<file path="src/rtl/ex_operand_forward_stage_pkg.sv">
// Shared ID/EX pipeline definitions: widths, stall FSM encoding, ID/EX payload.
package ex_operand_forward_stage_pkg;

    localparam int unsigned XLEN    = 32;
    localparam int unsigned RADDR_W = 5;
    localparam int unsigned CNT_W   = 16;

    // Stall FSM encoding
    localparam logic [0:0] ST_RUN    = 1'b0;
    localparam logic [0:0] ST_BUBBLE = 1'b1;

    // Fields carried from ID into EX
    typedef struct packed {
        logic               valid;
        logic               is_load;
        logic [RADDR_W-1:0] rd;
        logic [RADDR_W-1:0] sreg1;
        logic [RADDR_W-1:0] sreg2;
        logic [XLEN-1:0]    data1;
        logic [XLEN-1:0]    data2;
    } id_ex_t;

    // True when a source register is actually read and equals the given rd
    function automatic logic src_hits_rd(
        input logic               uses,
        input logic [RADDR_W-1:0] sreg,
        input logic [RADDR_W-1:0] rd
    );
        return uses && (sreg == rd);
    endfunction

endpackage

</file>
<file path="src/rtl/ex_operand_forward_stage_operand_fwd_mux.sv">
// 3:1 priority operand mux: MEM result, then WB result, then regfile value.
// x0 is never forwarded.
module operand_fwd_mux
    import ex_operand_forward_stage_pkg::*;
(
    input  logic [RADDR_W-1:0] i_sreg,
    input  logic               i_mem_match,
    input  logic               i_mem_valid,
    input  logic [XLEN-1:0]    i_mem_data,
    input  logic               i_wb_match,
    input  logic               i_wb_valid,
    input  logic [XLEN-1:0]    i_wb_data,
    input  logic [XLEN-1:0]    i_reg_data,
    output logic [XLEN-1:0]    o_op
);

    logic w_nonzero;

    // Younger producer (MEM) wins over WB; regfile value otherwise
    always_comb begin
        w_nonzero = (i_sreg != '0);
        o_op      = i_reg_data;
        if (i_mem_match && i_mem_valid && w_nonzero) begin
            o_op = i_mem_data;
        end else if (i_wb_match && i_wb_valid && w_nonzero) begin
            o_op = i_wb_data;
        end
    end

endmodule

</file>
<file path="src/rtl/ex_operand_forward_stage.sv">
// ID/EX pipeline boundary: operand registration, forwarding, load-use stall
// with a single bubble, and a saturating stall-cycle counter.
module ex_operand_forward_stage
    import ex_operand_forward_stage_pkg::*;
#(
    parameter int unsigned STALL_CNT_W = CNT_W
) (
    input  logic                   i_clk,
    input  logic                   i_reset,
    input  logic                   i_id_valid,
    input  logic [RADDR_W-1:0]     i_id_sreg1,
    input  logic [RADDR_W-1:0]     i_id_sreg2,
    input  logic                   i_id_uses_rs1,
    input  logic                   i_id_uses_rs2,
    input  logic [XLEN-1:0]        i_id_data1,
    input  logic [XLEN-1:0]        i_id_data2,
    input  logic [RADDR_W-1:0]     i_id_rd,
    input  logic                   i_id_is_load,
    input  logic                   i_flush,
    input  logic                   i_mem_to_sreg1,
    input  logic                   i_mem_to_sreg2,
    input  logic                   i_wb_to_sreg1,
    input  logic                   i_wb_to_sreg2,
    input  logic                   i_mem_valid,
    input  logic                   i_wb_valid,
    input  logic [XLEN-1:0]        i_mem_fwd_data,
    input  logic [XLEN-1:0]        i_wb_fwd_data,
    output logic                   o_stall,
    output logic                   o_ex_valid,
    output logic [XLEN-1:0]        o_ex_op1,
    output logic [XLEN-1:0]        o_ex_op2,
    output logic [RADDR_W-1:0]     o_ex_rd,
    output logic                   o_ex_is_load,
    output logic [STALL_CNT_W-1:0] o_stall_count
);

    id_ex_t                 r_id_ex;
    id_ex_t                 w_id_in;
    logic [0:0]             r_state;
    logic [0:0]             w_state_nxt;
    logic                   w_hz;
    logic                   w_stall;
    logic [STALL_CNT_W-1:0] r_stall_count;

    // Pack the decode-stage fields into the ID/EX payload
    always_comb begin
        w_id_in         = '0;
        w_id_in.valid   = i_id_valid;
        w_id_in.is_load = i_id_is_load;
        w_id_in.rd      = i_id_rd;
        w_id_in.sreg1   = i_id_sreg1;
        w_id_in.sreg2   = i_id_sreg2;
        w_id_in.data1   = i_id_data1;
        w_id_in.data2   = i_id_data2;
    end

    // Load-use hazard: load in EX writes a register the ID instruction reads
    always_comb begin
        w_hz = r_id_ex.valid && r_id_ex.is_load && (r_id_ex.rd != '0) && i_id_valid &&
               (src_hits_rd(i_id_uses_rs1, i_id_sreg1, r_id_ex.rd) ||
                src_hits_rd(i_id_uses_rs2, i_id_sreg2, r_id_ex.rd));
    end

    // Stall FSM next-state/output: at most one stall cycle per load
    always_comb begin
        w_state_nxt = r_state;
        w_stall     = 1'b0;
        case (r_state)
            ST_RUN: begin
                w_stall = w_hz && !i_flush;
                if (w_stall) begin
                    w_state_nxt = ST_BUBBLE;
                end
            end
            ST_BUBBLE: begin
                w_state_nxt = ST_RUN;
            end
        endcase
    end

    // Stall FSM state register
    always_ff @(posedge i_clk) begin
        if (i_reset) begin
            r_state <= ST_RUN;
        end else begin
            r_state <= w_state_nxt;
        end
    end

    // ID/EX register: flush or stall injects a bubble, otherwise capture ID
    always_ff @(posedge i_clk) begin
        if (i_reset) begin
            r_id_ex <= '0;
        end else if (i_flush || w_stall) begin
            r_id_ex.valid   <= 1'b0;
            r_id_ex.is_load <= 1'b0;
            r_id_ex.rd      <= '0;
        end else begin
            r_id_ex <= w_id_in;
        end
    end

    // Saturating count of load-use stall cycles
    always_ff @(posedge i_clk) begin
        if (i_reset) begin
            r_stall_count <= '0;
        end else if (w_stall && (r_stall_count != '1)) begin
            r_stall_count <= r_stall_count + STALL_CNT_W'(1);
        end
    end

    operand_fwd_mux u_fwd_op1 (
        .i_sreg      (r_id_ex.sreg1),
        .i_mem_match (i_mem_to_sreg1),
        .i_mem_valid (i_mem_valid),
        .i_mem_data  (i_mem_fwd_data),
        .i_wb_match  (i_wb_to_sreg1),
        .i_wb_valid  (i_wb_valid),
        .i_wb_data   (i_wb_fwd_data),
        .i_reg_data  (r_id_ex.data1),
        .o_op        (o_ex_op1)
    );

    operand_fwd_mux u_fwd_op2 (
        .i_sreg      (r_id_ex.sreg2),
        .i_mem_match (i_mem_to_sreg2),
        .i_mem_valid (i_mem_valid),
        .i_mem_data  (i_mem_fwd_data),
        .i_wb_match  (i_wb_to_sreg2),
        .i_wb_valid  (i_wb_valid),
        .i_wb_data   (i_wb_fwd_data),
        .i_reg_data  (r_id_ex.data2),
        .o_op        (o_ex_op2)
    );

    assign o_stall       = w_stall;
    assign o_ex_valid    = r_id_ex.valid;
    assign o_ex_rd       = r_id_ex.rd;
    assign o_ex_is_load  = r_id_ex.is_load;
    assign o_stall_count = r_stall_count;

endmodule

</file>
<file path="config.mk">
export PLATFORM = sky130hd
export DESIGN_NAME = ex_operand_forward_stage
export DESIGN_NICKNAME = d
export VERILOG_FILES = /design/src/rtl/ex_operand_forward_stage_pkg.sv /design/src/rtl/ex_operand_forward_stage_operand_fwd_mux.sv /design/src/rtl/ex_operand_forward_stage.sv
export SDC_FILE = /design/constraint.sdc
export NUM_CORES = 1
export LEC_CHECK = 0
export CAP_MARGIN = 20
export CELL_PAD_IN_SITES_DETAIL_PLACEMENT = 1
export CELL_PAD_IN_SITES_GLOBAL_PLACEMENT = 1
export CORE_MARGIN = 2
export CORE_UTILIZATION = 37
export CTS_BUF_LIST = sky130_fd_sc_hd__clkbuf_16
export CTS_CLUSTER_DIAMETER = 40
export DETAILED_ROUTE_END_ITERATION = 10
export HOLD_SLACK_MARGIN = 0.15
export PLACE_DENSITY = 0.95
export SLEW_MARGIN = 25
export SYNTH_ARGS = -nofsm -noshare
export SYNTH_HDL_FRONTEND = slang
export SYNTH_SLANG_ARGS = --single-unit
</file>
<file path="constraint.sdc">
create_clock -name i_clk -period 3.39 [get_ports i_clk]
set_clock_uncertainty 0.05 [all_clocks]
set_input_delay 0.5085 -clock i_clk [delete_from_list [all_inputs] [get_ports i_clk]]
set_output_delay 0.5085 -clock i_clk [all_outputs]
set_load 0.03 [all_outputs]
</file>
==> results of run 1 <==
==> tightest hold or removal path, stage by stage (launching register included) <==
cell and delay, ns:
dfxtp_1 0.36, o21ai_1 0.09, a21oi_1 0.07
==> logic make-up (layout without fill, tap and decap cells) <==
family | Yosys count | after routing
DFF | 98 | 98
AOI/OAI and AO/OA | 241 | 241
muxes | 69 | 69
buffers and inverters | 111 | 279
xor gates and xnor gates | 10 | 10
and+or+nand+nor | 433 | 433
adders and majority gates | 1 | 1
==> per-layer routing <==
| layer | share of wire | routed length, um | global-route usage | vias up |
|---|---|---|---|---|
| met3 | 0.050 | 1274 | 0.04110 | 43 |
| met2 | 0.51 | 13110 | 0.4160 | 196 |
| met5 | 0 | 0 | 0 | - |
| met1 | 0.41 | 10520 | 0.2658 | 3825 |
| met4 | 0.023 | 592 | 0.07571 | 0 |
| li1 | - | - | - | 3830 |
==> flip-flops by register name (all words and copies together), names as in the netlist <==
| name | flops |
|---|---|
| r_state | 1 |
| o_ex_rd | 5 |
| o_stall_count | 16 |
| o_ex_valid | 1 |
| r_id_ex | 74 |
| o_ex_is_load | 1 |
==> report_power, final <==
| part | internal, mW | leakage [nW] | switching (mW) |
|---|---|---|---|
| Clock | 0.489 | 0.126 | 0.457 |
| Combinational | 0.611 | 2.78 | 0.649 |
| Sequential | 1.24 | 0.813 | 0.0750 |
| Total | 2.34 | 3.71 | 1.18 |
==> Yosys cell counts (3+ instances only) <==
master,n,share of area
mux2_1,5,0.0073
mux2i_1,64,0.083
or4_1,4,0.0039
a21oi_1,11,0.0071
dfxtp_1,98,0.25
nor2b_1,5,0.0040
nor4_2,3,0.0048
buf_2,21,0.014
nand4_1,5,0.0040
a211o_1,75,0.085
nor3_1,5,0.0032
nor3b_1,74,0.072
xor2_1,8,0.0090
o21ai_1,72,0.047
buf_1,3,0.0015
o311a_1,4,0.0052
or3_1,9,0.0073
o31ai_1,3,0.0029
nand3_1,10,0.0065
nor4b_2,80,0.16
o21ai_0,74,0.048
buf_4,14,0.014
clkbuf_1,71,0.034
nand2_1,219,0.11
nor2_1,9,0.0044
==> per-stage QoR <==
| stage | power (mW) | utilization | worst slack, ns | cell area [um^2] | hold slack [ns] |
|---|---|---|---|---|---|
| 2_1_floorplan | 2.051 | - | 0.9284 | 7744 | 0.5414 |
| 3_3_place_gp | 2.562 | 0.5058 | 0.3527 | 10300 | 0.4532 |
| 3_5_place_dp | 2.606 | 0.5058 | 0.2867 | 10300 | 0.4605 |
| 4_1_cts | 3.574 | 0.5187 | 0.04564 | 10560 | 0.5106 |
| 5_1_grt | 3.701 | 0.5188 | 0.03320 | 10570 | 0.5406 |
| 6_report | 3.524 | 0.5188 | 0.1183 | 10570 | 0.5136 |
==> area by class of cell <==
cell class	count	area share
inverters	1	0.0003553
flip-flops and latches	98	0.1857
well taps	270	0.03198
multi-input cells	754	0.5020
repair buffers	263	0.2552
clock buffers	9	0.02132
clock inverters	6	0.003434
==> worst paths after layout <==
path                            depth (start not counted)  slack (ns)               end              from
worst max-delay path                                    6        0.12      o_ex_op1[10]       r_id_ex[73]
worst min-delay path                                    2        0.51  o_stall_count[1]  o_stall_count[1]
worst max register to register                          6        0.76       r_id_ex[22]        o_ex_rd[0]
worst min register to register                          2        0.51  o_stall_count[1]  o_stall_count[1]
==> run_results.csv, run 1 <==
group,metric,value,unit
run_status,status,"finished, final reports clean",
synth,synthSimpleGateAreaFrac,0.3813,
placement,port_buffers,243,
synth,synthAdderAreaFrac,0.001616,
routing,dr.pass1.iters,4,
clocking,cts.sinks,98,
finish,final_cell_count_no_fill,1401,
floorplan,die_y,148.7,um
critical_path,slowest_delay,0.70,ns
critical_path,critical_path_peak_fanout,32,
timing,fmax,305.7,MHz
critical_path,path_class,"reg -> out",
floorplan,die_area,0.02210,mm^2
placement,gp_congestion,0.8085,
floorplan,io_pins,244,
synth,synth_xor_area_frac,0.01131,
critical_path,required,2.83,ns
finish,antenna-diode-count,0,
finish,fillCellCount,2419,
finish,finalNetCount,1284,
finish,final_layout_size_suffix_gt1_frac,0.1123,
synth,syn_inst,963,
finish,final_cell_mix,"clkdlybuf4s50_1 (239), nand2_1 (219), dfxtp_1 (98)",
finish,synthToLayoutAreaGrowth,36.44,%
floorplan,num_rows,52,
clocking,postCtsSetupBuffers,0,
synth,muxShareOfSynthArea,0.09000,
power_and_ir_drop,peakVddDrop,0.2353,mV
routing,postRouteAntennaNets,0,
clocking,cts_made_buffers,9,
clocking,clk_pin_slew,0.07,ns
synth,yosys_warnings,0,
timing,period_share,0.9651,
critical_path,crit_buf_inv,2,
critical_path,critPathTopFamily,"buffers and inverters",
routing,drc,0,
critical_path,worstSetupStartpointType,"flip-flop",
global_route,grt_overflow_total,0,
timing,finalSetupTns,0,ns
critical_path,crit_slowest_cell,"clkdlybuf4s50_1",
floorplan,placeableCoreArea,0.02036,mm^2
critical_path,cp_cell_sequence,"or3_1 > o311a_2 > buf_12 > mux2i_1 > o21ai_1 > clkdlybuf4s50_1",
routing,routedWlPerCell,18.19,um
synth,ys_ff_latch,98,
synth,syn-num-nets,1120,
timing,maxSlewHeadroom,0.3468,
power_and_ir_drop,p_leak,3.715,nW
clocking,cts_resized,0,
floorplan,chipWidth,148.7,um
global_route,antenna_found_initial,0,
routing,wl,25.49,mm
routing,first_iter_violations,307,
timing,rsz0062_at_grt,"false",
routing,viasPerCell,5.635,
clocking,clock_latency,0.34,ns
critical_path,crit_arrival,2.71,ns
timing,fin_crit,3.272,ns
global_route,grtUsageTotal,0.2269,
synth,synth_top_family_by_area,"simple AND/OR/NAND/NOR gates",
critical_path,cp-end-kind,"output pin",
placement,dpl.cell_count,1386,
synth,synth_enable_flop_cells,0,
clocking,htree_levels,3,
run,cap_violations,0,
global_route,grt_pass1_wl,41.12,mm
clocking,cts_buffer_depth,2,
routing,vias,7894,
finish,multi_input_area,0.005304,mm^2
timing,finalSetupViolCount,0,
placement,dp_hpwl,18.05,mm
synth,yosysUniqueCellTypes,39,
synth,ys_async_sr_fraction,0,
worst_hold_path,holdCritPathClass,"reg -> reg",
timing,worst_slew_pin_slew,0.9797,ns
timing,hold_viol,0,
finish,final_common_cell,"clkdlybuf4s50_1",
clocking,cts.root.buffer_cell,"clkbuf_16",
synth,netlist_area,0.007744,mm^2
clocking,cts_tree,"done",
floorplan,initial_core_util,0.3803,
power_and_ir_drop,p_per_area,333.5,mW/mm^2
global_route,grt_max_degree,89,
synth,synth_compound_area_frac,0.1974,
synth,synthFlopType,"dfxtp_1",
clocking,holdBufCountCts,0,
finish,seqCellArea,0.001962,mm^2
synth,syn_avg_cell_area,8.041,um^2
synth,seq_area_frac_synth,0.2534,
global_route,grt_pass1_vias,8248,
timing,drv_slew,0,
No activity file was read; power rests on OpenSTA's default activity.
==> inputs of run 2 (changes only) <==
- CORE_MARGIN: 2 -> default
==> run 2 against run 1 <==
Net effect: combinational power about the same; first-iteration DRC count up 5.5%; clock power up 8%; utilization up 0.53 points; via count up 0.62%; die area down 2.7%; register-to-register slack better by 0.29 ns; routed wire length up 1.2%; sequential cell count unchanged; setup slack worse by 0.015 ns; clock-buffer cell count unchanged; fmax down 0.44%.
==> run_results.csv, run 2 (synthesis gave the netlist of run 1 again) <==
group,metric,value,unit
critical_path,reg2reg_from,"o_ex_rd[4]",
floorplan,placeableCoreArea,0.02036,mm^2
timing,hold_viol,0,
clocking,cts.sinks,98,
global_route,grt_max_degree,156,
timing,drv_slew,0,
timing,rsz0062_at_grt,"false",
routing,first_iter_violations,324,
critical_path,path_class,"reg -> out",
clocking,clk_pin_slew,0.08,ns
timing,worst_slew_pin_slew,0.8958,ns
finish,synthToLayoutAreaGrowth,37.82,%
clocking,cts_buffer_depth,2,
placement,dp_hpwl,18.09,mm
global_route,grt_pass1_vias,8337,
finish,final_layout_size_suffix_gt1_frac,0.1195,
global_route,grt_pass1_wl,41.17,mm
timing,fin_ws,0.1038,ns
placement,port_buffers,243,
finish,top_register,"r_id_ex",
routing,routedWlPerCell,18.33,um
critical_path,r2r_end,"o_stall_count[9]",
finish,final_common_cell,"clkdlybuf4s50_1",
floorplan,die_y,146.7,um
global_route,grtUsageTotal,0.2336,
finish,antenna-diode-count,0,
clocking,cts_made_buffers,9,
routing,vias,7943,
floorplan,die_area,0.02151,mm^2
critical_path,critPathTopFamily,"buffers and inverters",
critical_path,crit_arrival,2.73,ns
routing,dr.pass1.iters,4,
floorplan,num_rows,52,
clocking,cts_tree,"done",
global_route,antenna_found_initial,1,
timing,finalSetupViolCount,0,
floorplan,io_pins,244,
worst_hold_path,holdCritPathClass,"reg -> reg",
timing,period_share,0.9694,
worst_hold_path,holdPathStages,2,
clocking,cts.root.buffer_cell,"clkbuf_16",
timing,maxSlewHeadroom,0.4028,
timing,finalSetupTns,0,ns
critical_path,cp-end-kind,"output pin",
critical_path,slowest_delay,0.70,ns
critical_path,rrSetupSlack,1.05,ns
critical_path,crit_slowest_cell,"clkdlybuf4s50_1",
finish,finalNetCount,1290,
critical_path,required,2.83,ns
timing,fmax,304.3,MHz
timing,hold_slack,0.4816,ns
routing,postRouteAntennaNets,0,
critical_path,path_depth,6,
floorplan,chipWidth,146.7,um
power_and_ir_drop,p_per_area,338.3,mW/mm^2
power_and_ir_drop,peakVddDrop,0.2903,mV
run_status,status,"finished, final reports clean",
critical_path,cp_cell_sequence,"or3_1 > o311a_2 > buf_12 > mux2i_1 > o21ai_1 > clkdlybuf4s50_1",
worst_hold_path,whs_endpoint,"o_stall_count[15]",
placement,gp_congestion,0.8108,
critical_path,r2r_cells,6,
routing,viasPerCell,5.641,
global_route,grt_overflow_total,0,
critical_path,crit_buf_inv,2,
routing,drc,0,
finish,final_cell_mix,"clkdlybuf4s50_1 (235), nand2_1 (219), dfxtp_1 (98)",
clocking,postCtsSetupBuffers,0,
floorplan,initial_core_util,0.3803,
critical_path,worstSetupStartpointType,"flip-flop",
clocking,htree_levels,3,
routing,wl,25.81,mm
placement,dp_worst_setup_slack,0.2688,ns
timing,fin_crit,3.286,ns
critical_path,critical_path_peak_fanout,32,
power_and_ir_drop,p_leak,3.810,nW
finish,largest_reg_flops,74,
clocking,clock_latency,0.35,ns
run,cap_violations,0,
worst_hold_path,hold_start,"o_stall_count[15]",
[run 2: where the power goes]
| part | switching, mW | internal [mW] |
|---|---|---|
| Combinational | 0.654 | 0.620 |
| Clock | 0.508 | 0.511 |
| Sequential | 0.0751 | 1.24 |
[run 2: per-stage QoR]
stage / area, um^2 / instances / power (mW) / utilization
finish: 10670 / 1408 / 3.610 / 0.5241
global route: 10670 / 1408 / 3.788 / 0.5241
CTS: 10660 / 1408 / 3.654 / 0.5233
detailed placement: 10370 / 1392 / 2.622 / 0.5093
global placement: 10370 / 1392 / 2.575 / 0.5093
floorplan: 7744 / 963 / 2.051 / -
[run 2: final cells by class]
type                       instances  area [um^2]
clock buffer                       9        225.2
clock inverter                     7        60.06
fill                            2423         9692
inverter                           1        3.754
multi-input combinational        754         5304
sequential                        98         1962
tap                              270        337.8
timing repair buffer             269         2780
[run 2: worst max path at each step]
stage / start / end / slack, ns
5_1_grt: r_id_ex[73] / o_ex_op1[12] / 0.004
6_report: r_id_ex[68] / o_ex_op2[14] / 0.10
3_3_place_gp: i_mem_valid / o_ex_op1[2] / 0.32
2_1_floorplan: r_id_ex[73] / o_ex_op1[10] / 0.93
4_1_cts: r_id_ex[73] / o_ex_op1[30] / 0.04
3_5_place_dp: i_mem_valid / o_ex_op1[30] / 0.27
[run 2: repair_timing]
item | CTS | global route
resized for setup | 0 | 5
hold buffers | 0 | 0
setup endpoints to repair | 0 | 5
[run 2: routing by layer]
layer,part of all wire,up-vias,GRT usage
li1,-,3848,-
met1,0.41,3845,0.2599
met2,0.51,202,0.4265
met3,0.049,46,0.05219
met4,0.029,2,0.09375
met5,0.00054,-,0
[run 2: worst reg2reg max path, stage by stage (launching register included)]
cell	delay, ns
dfxtp_1	0.47
xor2_1	0.13
nor4_1	0.46
a32oi_4	0.16
buf_12	0.25
nor4_2	0.37
mux2_1	0.34
